## src/rtl/serial_pattern_tx.sv

```systemverilog
// Serial bit-stream transmitter feeding a sequence detector's x_in, with idle-level gaps between frames.
// Define SERIAL_PATTERN_TX_PARITY_EN to append an even parity bit to every frame.
module serial_pattern_tx #(
    parameter int   WIDTH      = 8,
    parameter int   GAP_CYCLES = 2,
    parameter logic IDLE_LEVEL = 1'b1,
    parameter int   MSB_FIRST  = 1
) (
    input  logic             clock,
    input  logic             reset,
    input  logic [WIDTH-1:0] data_in,
    input  logic             load_valid,
    output logic             load_ready,
    output logic             x_out,
    output logic             bit_valid,
    output logic             busy,
    output logic             frame_done
);

    localparam int CNT_W = $clog2(WIDTH + 1);
    localparam int GAP_W = (GAP_CYCLES > 0) ? $clog2(GAP_CYCLES + 1) : 1;
    localparam logic [CNT_W-1:0] LAST_CNT = CNT_W'(WIDTH - 1);
    localparam logic [GAP_W-1:0] LAST_GAP = GAP_W'((GAP_CYCLES > 0) ? GAP_CYCLES - 1 : 0);
`ifndef SERIAL_PATTERN_TX_PARITY_EN
    localparam logic [CNT_W-1:0] PENULT_CNT = CNT_W'(WIDTH - 2);
`endif

`ifdef SERIAL_PATTERN_TX_PARITY_EN
    typedef enum logic [1:0] {IDLE, SHIFT, PARITY, GAP} state_t;
    logic parity_bit;
`else
    typedef enum logic [1:0] {IDLE, SHIFT, GAP} state_t;
`endif

    state_t           state;
    logic [WIDTH-1:0] shreg;
    logic [CNT_W-1:0] bit_cnt;
    logic [GAP_W-1:0] gap_cnt;

    logic             load_head;
    logic             next_head;
    logic [WIDTH-1:0] shifted;

    // The head bit is always the one on x_out; shifting moves the next bit into the head.
    assign load_head = (MSB_FIRST != 0) ? data_in[WIDTH-1] : data_in[0];
    assign next_head = (MSB_FIRST != 0) ? shreg[WIDTH-2] : shreg[1];
    assign shifted   = (MSB_FIRST != 0) ? {shreg[WIDTH-2:0], 1'b0} : {1'b0, shreg[WIDTH-1:1]};

    // Outputs are registered, so each transition loads the values for the cycle being entered.
    always_ff @(posedge clock) begin
        if (!reset) begin
            state      <= IDLE;
            shreg      <= '0;
            bit_cnt    <= '0;
            gap_cnt    <= '0;
`ifdef SERIAL_PATTERN_TX_PARITY_EN
            parity_bit <= 1'b0;
`endif
            x_out      <= IDLE_LEVEL;
            bit_valid  <= 1'b0;
            busy       <= 1'b0;
            frame_done <= 1'b0;
            load_ready <= 1'b1;
        end else begin
            case (state)
                IDLE: begin
                    if (load_valid) begin
                        shreg      <= data_in;
                        bit_cnt    <= '0;
`ifdef SERIAL_PATTERN_TX_PARITY_EN
                        parity_bit <= ^data_in;
`endif
                        state      <= SHIFT;
                        x_out      <= load_head;
                        bit_valid  <= 1'b1;
                        busy       <= 1'b1;
                        load_ready <= 1'b0;
                        frame_done <= 1'b0;
                    end
                end
                SHIFT: begin
                    shreg   <= shifted;
                    bit_cnt <= bit_cnt + 1'b1;
                    if (bit_cnt == LAST_CNT) begin
`ifdef SERIAL_PATTERN_TX_PARITY_EN
                        state      <= PARITY;
                        x_out      <= parity_bit;
                        frame_done <= 1'b1;
`else
                        if (GAP_CYCLES == 0) begin
                            state      <= IDLE;
                            load_ready <= 1'b1;
                            busy       <= 1'b0;
                        end else begin
                            state   <= GAP;
                            gap_cnt <= '0;
                        end
                        x_out      <= IDLE_LEVEL;
                        bit_valid  <= 1'b0;
                        frame_done <= 1'b0;
`endif
                    end else begin
                        x_out <= next_head;
`ifdef SERIAL_PATTERN_TX_PARITY_EN
                        frame_done <= 1'b0;
`else
                        frame_done <= (bit_cnt == PENULT_CNT);
`endif
                    end
                end
`ifdef SERIAL_PATTERN_TX_PARITY_EN
                PARITY: begin
                    if (GAP_CYCLES == 0) begin
                        state      <= IDLE;
                        load_ready <= 1'b1;
                        busy       <= 1'b0;
                    end else begin
                        state   <= GAP;
                        gap_cnt <= '0;
                    end
                    x_out      <= IDLE_LEVEL;
                    bit_valid  <= 1'b0;
                    frame_done <= 1'b0;
                end
`endif
                GAP: begin
                    if (gap_cnt == LAST_GAP) begin
                        state      <= IDLE;
                        load_ready <= 1'b1;
                        busy       <= 1'b0;
                    end else begin
                        gap_cnt <= gap_cnt + 1'b1;
                    end
                end
                default: state <= IDLE;
            endcase
        end
    end

endmodule

```

## config.mk

```make
export PLATFORM = sky130hd
export DESIGN_NAME = serial_pattern_tx
export DESIGN_NICKNAME = d
export VERILOG_FILES = /design/src/rtl/serial_pattern_tx.sv
export SDC_FILE = /design/constraint.sdc
export NUM_CORES = 1
export LEC_CHECK = 0
export CAP_MARGIN = 5
export CORE_UTILIZATION = 45
export CTS_CLUSTER_SIZE = 40
export DETAILED_ROUTE_END_ITERATION = 12
export DONT_BUFFER_PORTS = 1
export MAX_ROUTING_LAYER = met4
export RECOVER_POWER = 25
export SLEW_MARGIN = 20
export SYNTH_ARGS = -nofsm -noshare
export SYNTH_HDL_FRONTEND = slang
export SYNTH_SLANG_ARGS = --single-unit
```

## constraint.sdc

```tcl
create_clock -name clock -period 2.3 [get_ports clock]
set_clock_uncertainty 0.15 [all_clocks]
set_input_delay 0.23 -clock clock [delete_from_list [all_inputs] [get_ports clock]]
set_output_delay 0.23 -clock clock [all_outputs]
set_load 0.1 [all_outputs]
```

-- Word-level counts from Yosys, hierarchy flattened
Cells that the tools add are included.
- register bits after elaboration: 20
- bits of input ports: 11
- word-level logic and storage cells: 53
- add/subtract/negate cells: 2
- eq/ne operators: 9
- muxes and demuxes: 24
- reductions and logical operators: 9
- operators with widths (operator ; count):
    7-bit one-hot mux with 2 select lines ; 1
    3-bit AND reduction ; 4
    2-bit two-way mux ; 5
    1-bit one-hot mux with 2 select lines ; 5
    4-bit by 3-bit equality test with 1-bit output (second input constant) ; 2
    1-bit two-way mux ; 8
    2-bit != test (second input constant) ; 4
    4-bit one-hot mux with 2 select lines ; 1
    7-bit two-way mux ; 1
    2-bit one-hot mux with 3 select lines ; 1
    2-bit nonzero test ; 3
    4-bit by 1-bit adder with 4-bit output (second input constant) ; 1
    2-bit by 1-bit equality test with 1-bit output (second input constant) ; 2
    4-bit two-way mux ; 1
    2-bit one-hot mux with 2 select lines ; 1
    2-bit by 1-bit adder with 2-bit output (second input constant) ; 1
    2-bit equality test (second input constant) ; 1
    2-bit zero test ; 1
    2-bit AND reduction ; 1

-- Logic depth before layout (Yosys ltp)
Gate-level depths: netlist (run 1).
- word-level depth: 3
- depth in mapped cells: 5
- gate-level depth less buffers: 5

-- Worst setup path before layout (run 1)
Ideal clock, no wire load.
- path kind: flip-flop to flip-flop
- start: register busy (netlist name)
- end: register busy
- setup time: 0.058 ns
- arrival: 1.320 ns
- setup slack: 0.772 ns
- stages on the path, launching flop included: 4
- cell sequence: dfxtp_1 inv_1 a21oi_1 o21a_1
- RTL lines (element ; line ; text):
    to (signal assigned) ; 61 ; busy <= 1'b0;
    to (signal assigned) ; 76 ; busy <= 1'b1;
    to (signal assigned) ; 93 ; busy <= 1'b0;
    to (decl) ; 16 ; output logic busy,

-- Worst setup path after layout (run 1)
- start: register load_ready
- end: output load_ready
- RTL lines (element ; line ; text):
    from (decl) ; 13 ; output logic load_ready,
    from (signal assigned) ; 63 ; load_ready <= 1'b1;
    from (signal assigned) ; 77 ; load_ready <= 1'b0;
    from (signal assigned) ; 92 ; load_ready <= 1'b1;
No word-level cell between the ends.

==> impl_metrics.yaml, run 1 <==
critical_path:
  critPathMaxStageDelay_ps: 910
  endpoint_kind: "primary output"
  slowest_stage: "clkbuf_1"
  critPathCapture: "load_ready"
  reg2reg_depth: 4
  r2r_start: "busy"
  crit_start: "load_ready"
  cp_top_family: "buffers and inverters"
  worstPathRequired_ps: 1920
  criticalPathCategory: "reg2out"
  critical_path.max_fanout: 3
  cp-start-kind: "register"
  arrival_ps: 1530
  timing.rr.end: "busy"
  crit_cells: 1
  crit_chain: "clkbuf_1"
  reg2reg_slack_ps: 420
  worst-path-buf-inv: 1
routing:
  first_pass_iters: 3
  vias: 821
  drt_iter0_drc: 9
  avgViaCountPerCell: 5.74
  postRouteWirelength_mm: 2.03
  drc_errors: 0
  antenna_left: 0
  avgRoutedWirePerCell_um: 14.2
global_routing:
  grt.total_usage: 0.208
  grt_pass1_vias: 679
  antenna_found_initial: 0
  grt_pass1_wl_mm: 3.18
  gr-total-overflow: 0
  grt_max_degree: 17
layout:
  final_common_cell: "dfxtp_1"
  antennaDiodeCount: 0
  syn_to_final_growth_pct: 9.42
  fin_cells: 143
  multi_input_area_um2: 504
  final_cell_mix: "dfxtp_1, a21oi_1, o21ai_0, nand2_1, clkbuf_1"
  final_core_util: 0.528
  finalNetCount: 132
  fillers: 198
  layout-drive-gt1-share: 0.103
  seqCellArea_um2: 400
job:
  drv_cap: 0
sta:
  rsz0062_at_grt: "no"
  slew_headroom: 0.175
  whs_ps: 16.2
  setup_viol: 0
  finalHoldViolCount: 0
  fmax_mhz: 525
  tns_ps: 0
  layout_worst_path_cycle_share: 0.829
  setup_ws_ps: 393
  maxSlewViolCount: 0
  worstMarginPinSlew_ps: 1240
  period_minus_slack_ps: 1910
synthesis:
  synth_edf_count: 0
  yosysTopAreaCellShare: 0.419
  ys_async_sr_fraction: 0
  ys_seq_area_frac: 0.419
  yosysUniqueCellTypes: 35
  syn_area_per_cell_um2: 8.85
  yosys-top-cells-area: "dfxtp_1, a21oi_1, o21ai_0, ha_1, o221ai_1"
  synth_warnings: 0
  ys_seq_elements: 20
  synth_ff_type: "dfxtp_1"
  synth_cells: 108
  netlist_area_um2: 956
  synth.largest_area_cell: "dfxtp_1"
  syn_nets: 122
clock_network:
  clock_latency_ps: 290
  cts_tree: "yes"
  cts_resized: 0
  hold_buffers: 3
  clk_pin_slew_ps: 100
  cts_buffers: 3
  cts_root_buf: "clkbuf_4"
  post-cts-setup-buffer-count: 0
  clock-sinks: 20
  cts_buffer_depth: 2
  cts_htree_levels: 1
status:
  status: "finished clean"
floorplanning:
  initial_utilization: 0.482
  ios: 16
  core_um2: 1980
  die_x_um: 48.1
  die-area_um2: 2310
  rows: 16
  die_h_um: 48.1
power_and_ir_drop:
  p_seq_frac: 0.582
  p_comb_frac: 0.177
  clkPwrFrac: 0.241
  power_density_nw_per_um2: 628
  internal_power_mw: 0.460
  ir_drop_mv: 0.412
  leakage_nw: 0.368
  p_sw_mw: 0.197
  p_sw_frac: 0.299
placed_design:
  gp_congestion: 0.744
  placed_cells: 136
  numPortBuffers: 0
  place_ws_ps: 635
  hpwl_mm: 1.36
hold_path:
  worst_hold_path_type: "in2reg"
## synthesized netlist by cell type, types with 2 or more instances
library cell / number
o2bb2ai_1: 3
ha_1: 3
nand3b_1: 2
dfxtp_1: 20
nor2_1: 4
nor2b_1: 3
o31ai_1: 3
a21oi_1: 16
or3b_2: 3
o21ai_0: 8
o21a_1: 2
buf_2: 2
nor3b_1: 2
clkinv_1: 2
o221ai_1: 4
nand2_1: 5
nor3_1: 2
inv_1: 4
nand3_1: 4
## power groups by stage
stage	Clock, mW	Combinational (mW)	Sequential (mW)
after detailed placement	0	0.112	0.389
after floorplan	0	0.0534	0.431
after global placement	0	0.111	0.389
after CTS	0.165	0.120	0.382
after global routing	0.185	0.126	0.385
final	0.158	0.116	0.382
## final cells by class
type | instances | share of cell area
Clock buffer | 3 | 0.0215
Inverter | 7 | 0.0251
Multi-Input combinational cell | 77 | 0.482
Sequential cell | 20 | 0.383
Tap cell | 27 | 0.0323
Timing Repair Buffer | 9 | 0.0562
## registers in the layout, summed over array words and instances, names as in the netlist
name	flops
load_ready	1
bit_cnt	4
frame_done	1
shreg	7
state	2
gap_cnt	2
bit_valid	1
busy	1
x_out	1
## stage by stage
stage	instance area [um2]	total power, mW
floorplan	956	0.484
global placement	1000	0.500
detailed placement	1000	0.502
CTS	1050	0.667
global route	1050	0.695
finish	1050	0.657
## worst min path at each step
| stage | start | end | cells past startpoint | slack (ps) |
|---|---|---|---|---|
| final | load_valid | shreg[1] | 2 | 20 |
| after global routing | load_valid | shreg[2] | 2 | 9 |
| after CTS | load_valid | x_out | 2 | 8 |
| after detailed placement | reset | load_ready | 1 | 190 |
| after global placement | reset | load_ready | 1 | 170 |
| after floorplan | reset | shreg[1] | 2 | 220 |
## routing by layer
layer  routed length [um]  GRT usage  share of wire  vias to the layer above
met2                  955      0.300           0.47                       13
met4                   19     0.0722         0.0094                        0
met1                  992      0.282           0.49                      391
met3                   60     0.0519          0.030                        3
met5                    0          -              0                        -
li1                     -          -              -                      414
## logic make-up after synthesis
family | synth area share
AO/OA/AOI/OAI | 0.280
AND/OR/NAND/NOR | 0.208
flip-flops | 0.419
buffers and inverters | 0.0537
adder cells (fa/ha/maj) | 0.0393
No activity file was read; power rests on OpenSTA's default activity.
==> run 2: changes to the inputs <==
- clock period: 2.3 -> 2 ns (I/O delays scaled with it)
==> run 2 against run 1 <==
Clock-buffer cell count rose by 1. Via count rose by 0.73%. Power rose by 25%. Highest routed layer unchanged. Cell count rose by 2.8%. Global-route usage rose by 0.52 points. Largest cell class unchanged. Sequential share of layout area fell by 1.7 points. Largest power group unchanged. Flip-flop and latch count did not move.
==> impl_metrics.yaml, run 2 (synthesized netlist as in run 1, its figures left out) <==
power_and_ir_drop:
  power_density_nw_per_um2: 752
  ir_drop_mv: 0.498
  p_total_mw: 0.822
  leakage_nw: 0.404
sta:
  worstMarginPinSlew_ps: 572
  setup_viol: 0
  period_minus_slack_ps: 1770
  finalHoldViolCount: 0
  rsz0062_at_grt: "no"
  maxSlewViolCount: 0
  slew_headroom: 0.618
  layout_worst_path_cycle_share: 0.887
  tns_ps: 0
  fmax_mhz: 564
routing:
  drt_iter0_drc: 13
  antenna_left: 0
  avgViaCountPerCell: 5.63
  first_pass_iters: 4
  avgRoutedWirePerCell_um: 13.9
  postRouteWirelength_mm: 2.05
  drc_errors: 0
  vias: 827
placed_design:
  gp_congestion: 0.821
  numPortBuffers: 0
  placed_area_um2: 1010
  hpwl_mm: 1.38
  placed_cells: 137
floorplanning:
  die_x_um: 48.1
  die_h_um: 48.1
  rows: 16
  die-area_um2: 2310
  core_um2: 1980
  initial_utilization: 0.482
  ios: 16
layout:
  finalNetCount: 135
  final_common_cell: "dfxtp_1"
  largest_reg_flops: 7
  fin_cells: 147
  layout-drive-gt1-share: 0.158
  final_cell_mix: "dfxtp_1, a21oi_1, o21ai_0, dlygate4sd3_1"
  final_core_util: 0.552
  design_area_um2: 1090
  antennaDiodeCount: 0
  regMostFlops: "shreg"
  largestRegisters: "shreg (7), bit_cnt (4)"
  fillers: 187
  syn_to_final_growth_pct: 14.4
clock_network:
  cts_buffers: 3
  clk_pin_slew_ps: 120
  cts_root_buf: "clkbuf_4"
  cts_htree_levels: 1
  post-cts-setup-buffer-count: 0
  clock-sinks: 20
  cts_tree: "yes"
  cts_buffer_depth: 2
  clock_latency_ps: 310
status:
  status: "finished clean"
critical_path:
  crit_start: "reset"
  worstPathRequired_ps: 2070
  arrival_ps: 1840
  critPathCapture: "gap_cnt[1]"
  crit_cells: 3
  slowest_stage: "dlygate4sd3_1"
  worst-path-buf-inv: 2
  timing.rr.end: "x_out"
  critical_path.max_fanout: 15
  r2r_start: "state[0]"
  reg2reg_depth: 4
  crit_chain: "dlygate4sd3_1 > clkinv_1 > o41ai_1"
  cp_top_family: "buffers and inverters"
  reg2reg_slack_ps: 460
  cp-start-kind: "primary input"
  critPathMaxStageDelay_ps: 850
  endpoint_kind: "register"
  criticalPathCategory: "in2reg"
global_routing:
  grt_pass1_vias: 686
  antenna_found_initial: 0
  grt_max_degree: 16
  grt_pass1_wl_mm: 3.30
  gr-total-overflow: 0
  grt.total_usage: 0.213
job:
  drv_cap: 0
hold_path:
  worst_hold_path_type: "in2reg"
==> run 2: per-stage QoR <==
step	hold WS [ps]	setup slack [ps]
3_5_place_dp	148	469
6_report	40.3	227
4_1_cts	32.4	229
3_3_place_gp	140	461
5_1_grt	34.5	70.9
2_1_floorplan	188	472
==> run 2: where the power goes <==
group          total, mW  switching [mW]  internal, mW  leakage (nW)
Clock              0.241           0.129         0.111        0.0210
Combinational      0.146           0.102        0.0439         0.218
Sequential         0.436          0.0148         0.421         0.165
==> run 2: worst reg2reg max path, delay by kind of cell (launching register included) <==
family                 cells  cell delay [ps]
DFF                        1              400
buffers and inverters      1              210
AOI/OAI and AO/OA          3              710
==> run 2: layout make-up <==
| type | count | area, um2 | share of cell area |
|---|---|---|---|
| Clock buffer | 4 | 36.3 | 0.0332 |
| Tap cell | 27 | 33.8 | 0.0309 |
| Timing Repair Buffer | 12 | 92.6 | 0.0847 |
| Multi-Input combinational cell | 77 | 504 | 0.461 |
| Inverter | 7 | 26.3 | 0.0240 |
| Sequential cell | 20 | 400 | 0.366 |
==> run 2: how the worst min path moves through the flow <==
stage                from    endpoint  slack, ps  cells after the start
2_1_floorplan       reset    shreg[1]        190                      2
5_1_grt        data_in[4]    shreg[4]         30                      3
3_5_place_dp        reset  load_ready        150                      1
3_3_place_gp        reset  load_ready        140                      1
6_report       data_in[4]    shreg[4]         40                      3
4_1_cts        data_in[4]    shreg[4]         30                      3
==> run 2: what timing repair did <==
| item | CTS | global route |
|---|---|---|
| hold buffers | 6 | 0 |
| gates resized for setup | 0 | 0 |
| hold endpoints to repair | 18 | 0 |
==> run 2: metal layers <==
| layer | share of wire | GRT usage |
|---|---|---|
| met5 | 0 | - |
| met4 | 0.013 | 0.0833 |
| met3 | 0.025 | 0.0481 |
| met2 | 0.46 | 0.292 |
| met1 | 0.51 | 0.302 |
